--- config.mk ---
export PLATFORM = sky130hd
export DESIGN_NAME = instr_fetch
export DESIGN_NICKNAME = d
export VERILOG_FILES = /design/src/rtl/instr_fetch.sv
export SDC_FILE = /design/constraint.sdc
export NUM_CORES = 1
export LEC_CHECK = 0
export ABC_AREA = 0
export CORE_UTILIZATION = 47
export CTS_CLUSTER_DIAMETER = 80
export CTS_CLUSTER_SIZE = 30
export DETAILED_ROUTE_END_ITERATION = 7
export GPL_TIMING_DRIVEN = 0
export PLACE_DENSITY_LB_ADDON = 0.25
export SYNTH_ARGS = -nofsm -noshare
export SYNTH_HDL_FRONTEND = slang
export SYNTH_SLANG_ARGS = --single-unit
--- constraint.sdc ---
create_clock -name i_clk -period 3.1 [get_ports i_clk]
set_input_delay 0.62 -clock i_clk [delete_from_list [all_inputs] [get_ports i_clk]]
set_output_delay 0.62 -clock i_clk [all_outputs]
set_load 0.02 [all_outputs]
--- src/rtl/instr_fetch.sv ---
// RV32I fetch stage: owns the PC, issues one word-aligned imem read at a time and
// holds the returned word in a single-entry register for decode. Redirects squash in-flight reads.
module instr_fetch #(
  parameter logic [31:0] RESET_PC  = 32'h0000_0000,
  parameter logic [31:0] NOP_INSTR = 32'h0000_0013
) (
  input  logic        i_clk,
  input  logic        i_reset,
  input  logic        i_redirect_valid,
  input  logic [31:0] i_redirect_pc,
  output logic        o_imem_req,
  output logic [31:0] o_imem_addr,
  input  logic        i_imem_gnt,
  input  logic        i_imem_rvalid,
  input  logic [31:0] i_imem_rdata,
  output logic        o_instr_valid,
  output logic [31:0] o_instr,
  output logic [31:0] o_instr_pc,
  input  logic        i_instr_ready
);

  typedef enum logic [2:0] {StIdle, StReq, StWait, StDrain, StHold} state_e;

  state_e      state_q, state_d;
  logic [31:0] pc_q, pc_d;
  logic [31:0] instr_q, instr_d;
  logic [31:0] instr_pc_q, instr_pc_d;
  logic        instr_valid_q, instr_valid_d;
  logic [31:0] redirect_target;
  logic        unused_redirect_lsbs;

  assign redirect_target      = {i_redirect_pc[31:2], 2'b00};
  assign unused_redirect_lsbs = ^i_redirect_pc[1:0];

  always_comb begin
    state_d       = state_q;
    pc_d          = pc_q;
    instr_d       = instr_q;
    instr_pc_d    = instr_pc_q;
    instr_valid_d = instr_valid_q;

    // A redirect always retargets the PC; only the state transition depends on where we are.
    if (i_redirect_valid) begin
      pc_d = redirect_target;
    end

    unique case (state_q)
      StIdle: begin
        state_d = StReq;
      end
      StReq: begin
        if (i_imem_gnt) begin
          state_d = i_redirect_valid ? StDrain : StWait;
        end
      end
      StWait: begin
        if (i_redirect_valid) begin
          state_d = i_imem_rvalid ? StReq : StDrain;
        end else if (i_imem_rvalid) begin
          instr_d       = i_imem_rdata;
          instr_pc_d    = pc_q;
          instr_valid_d = 1'b1;
          pc_d          = pc_q + 32'd4;
          state_d       = StHold;
        end
      end
      StDrain: begin
        if (i_imem_rvalid) begin
          state_d = StReq;
        end
      end
      StHold: begin
        if (i_redirect_valid || i_instr_ready) begin
          instr_valid_d = 1'b0;
          instr_d       = NOP_INSTR;
          state_d       = StReq;
        end
      end
      default: begin
        state_d = StIdle;
      end
    endcase
  end

  always_ff @(posedge i_clk) begin
    if (i_reset) begin
      state_q       <= StIdle;
      pc_q          <= RESET_PC;
      instr_q       <= NOP_INSTR;
      instr_pc_q    <= 32'h0000_0000;
      instr_valid_q <= 1'b0;
    end else begin
      state_q       <= state_d;
      pc_q          <= pc_d;
      instr_q       <= instr_d;
      instr_pc_q    <= instr_pc_d;
      instr_valid_q <= instr_valid_d;
    end
  end

  assign o_imem_req    = (state_q == StReq);
  assign o_imem_addr   = pc_q;
  assign o_instr_valid = instr_valid_q;
  assign o_instr       = instr_q;
  assign o_instr_pc    = instr_pc_q;

endmodule

==> results.yml <==
run_status:
  outcome: "complete, but fails checks"
  violations: "DRC"
place:
  gp_congestion: 0.888
  place_ws_ns: 0.262
  placed_cell_area_um2: 6110
  hpwl_mm: 10.3
  io_buffers: 164
logic_synthesis:
  synth_top_cell_area_share_pct: 46.2
  ys_ff_latch: 100
  yosysSeqAreaShare_pct: 46.2
  synthArstFlopShare_pct: 0
  synth_cells: 522
  yosysWarnings: 0
  synth_top_cell_by_area: "dfxtp_1"
  synthesis.nets: 593
  ys_types: 62
  synth_edf_count: 0
  syn_area_per_cell_um2: 8.31
  ys_top_cells_by_area: "dfxtp_1 46%, nand2_1 7.2%, a21oi_1 6.8%"
  synth_flop_cell: "dfxtp_1"
  synth_area_um2: 4340
clock_network:
  cts_post_setup_buffers_inserted: 0
  cts-resized-gates: 0
  cts_hold_buf: 0
  worstSkewPairLatency_ns: 0.36
  clockBufferDepth: 2
  cts_buffers: 9
  cts_tree: "done"
  clk_pin_slew_ns: 0.10
  cts_sinks: 100
  cts_root_buf: "clkbuf_8"
  h-tree-depth: 3
power_and_ir_drop:
  power_density_nw_per_um2: 400
  p_leak_nw: 2.23
  ir_worst_vdd_v: 0.000247
floorplanning:
  core_area_um2: 8810
  pin_count: 168
  start_util_pct: 49.2
  dieArea_um2: 9610
  die_y_um: 98.0
  die_w_um: 98.0
  rows: 34
routing:
  via_per_inst: 5.76
  routed_wl_mm: 14.2
  dr.pass1.iters: 8
  ant_nets: 0
  route.detailed.drc: 9
  vias: 4666
  wire_per_inst_um: 17.5
  drtIter0Drc: 364
global_routing:
  grt_pass1_vias: 4579
  grt_first_pass_wirelength_mm: 22.8
  grt_usage_pct: 29.7
  antenna_found_initial: 0
  grt_max_degree: 17
  overflow: 0
sta:
  relSlewSlack_pct: 51.9
  setup_tns_ns: 0
  setup_slack_ns: 0.561
  post-route-period-util_pct: 81.9
  tightest_slew_ns: 0.721
  hold_viol: 0
  fin_crit_ns: 2.54
  rsz0062_at_grt: "false"
  finalClockSkew_ns: 0.0132
  slew_viol_final: 0
  fmax_ghz: 0.394
  setup_violations: 0
final_layout:
  drive_above_1_share_pct: 6.41
  fin_nets: 768
  syn2layout_area_growth_pct: 45.3
  n_antenna_cell: 0
  mostFrequentLayoutCells: "164 x clkdlybuf4s50_1, 100 x dfxtp_1, 83 x nand2_1, 59 x a21oi_1, 57 x nor2_1"
  final_common_cell: "clkdlybuf4s50_1"
  postLayoutCellArea_um2: 6300
run:
  maxCapViolCount: 0
critical_path:
  cp-end-kind: "register"
  crit_chain: "clkdlybuf4s50_1 > nor2b_1 > buf_2 > nand2_1 > clkbuf_1 > nor2_1 > o21ai_0 > a21oi_1"
  crit_required_ns: 3.33
  start_kind: "primary input"
  cp_slowest_cell: "clkdlybuf4s50_1"
  worstSetupPathType: "primary input to register"
  worstPathArrival_ns: 2.77
  crit_path_max_fanout: 10
  worst_path_largest_cell_delay_ns: 0.55
hold_path:
  hold_path_class: "register to register"
[metrics by stage]
stage,utilization [%],hold WS [ns],total power [mW],std cells
final,71.5,0.459,2.52,810
after global routing,71.5,0.486,2.62,810
after CTS,71.5,0.460,2.52,810
after detailed placement,69.4,0.447,1.74,794
after global placement,69.4,0.441,1.73,794
after floorplan,-,0.535,1.54,522
[cell families after synthesis]
family          count (synthesis)  share of synthesized area [%]
fa+ha+maj                       1                          0.289
mux                             8                           1.90
simple gates                  215                           24.2
flops                         100                           46.2
compound gates                142                           21.4
xor+xnor                        6                           1.21
buf+inv                        50                           4.79
[area by class of cell]
type	instances	area (µm²)
fill	703	2510
multi-input combinational	372	2130
sequential	100	2000
timing repair buffer	164	1640
buffer	40	170
clock buffer	11	151
tap	108	135
inverter	10	37.5
clock inverter	5	36.3
[final timing paths]
kind / start / to / slack (ns) / cells after the start
setup / recovery: i_imem_rvalid / o_imem_addr[14]$_SDFF_PP0_ / 0.56 / 8
hold / removal: o_instr_pc[10]$_SDFFE_PP0P_ / o_instr_pc[10]$_SDFFE_PP0P_ / 0.46 / 2
setup reg to reg: o_imem_addr[2]$_SDFF_PP0_ / o_imem_addr[26]$_SDFF_PP0_ / 0.85 / 6
hold reg to reg: o_instr_pc[10]$_SDFFE_PP0P_ / o_instr_pc[10]$_SDFFE_PP0P_ / 0.46 / 2
[metal layers]
layer / share of wire (%) / GRT usage, % / wire length [µm]
met1: 40 / 36.3 / 5640
met2: 49 / 49.1 / 6900
met3: 10 / 8.95 / 1480
met4: 1.4 / 11.1 / 193
met5: 0 / 0 / 0
[where the power goes]
part | internal [mW] | total, mW | switching [mW]
Combinational | 0.183 | 0.360 | 0.177
Clock | 0.336 | 0.803 | 0.467
Sequential | 1.32 | 1.36 | 0.0443
Total | 1.84 | 2.52 | 0.688
[worst max-delay path, delay by kind of cell]
| family | cells | cell delay, ns |
|---|---|---|
| AOI/OAI and AO/OA | 2 | 0.26 |
| and+or+nand+nor | 3 | 0.64 |
| buffers and inverters | 3 | 1.25 |
[Yosys cell counts (3+ instances only)]
master / instances
nor2b_1: 7
buf_2: 12
or3_1: 3
and4_1: 3
nor3_1: 6
a211oi_1: 7
a21oi_1: 59
xor2_1: 3
mux2i_1: 6
a32oi_1: 3
xnor2_1: 3
a31oi_1: 4
nor4_1: 4
o21ai_0: 12
nand2_1: 83
nor2_1: 57
clkbuf_1: 24
o21bai_1: 3
nand3_1: 15
inv_1: 9
nand4_1: 9
nor3b_1: 4
and3_1: 8
dfxtp_1: 100
a22oi_1: 29
[state kept, by name, summed over array words and instances, names as in the netlist]
name and flops:
o_instr_pc 32, o_instr_valid 1, state_q 3, o_imem_addr 32, o_instr 32
Note: power is estimated with default switching activity, not from simulation.
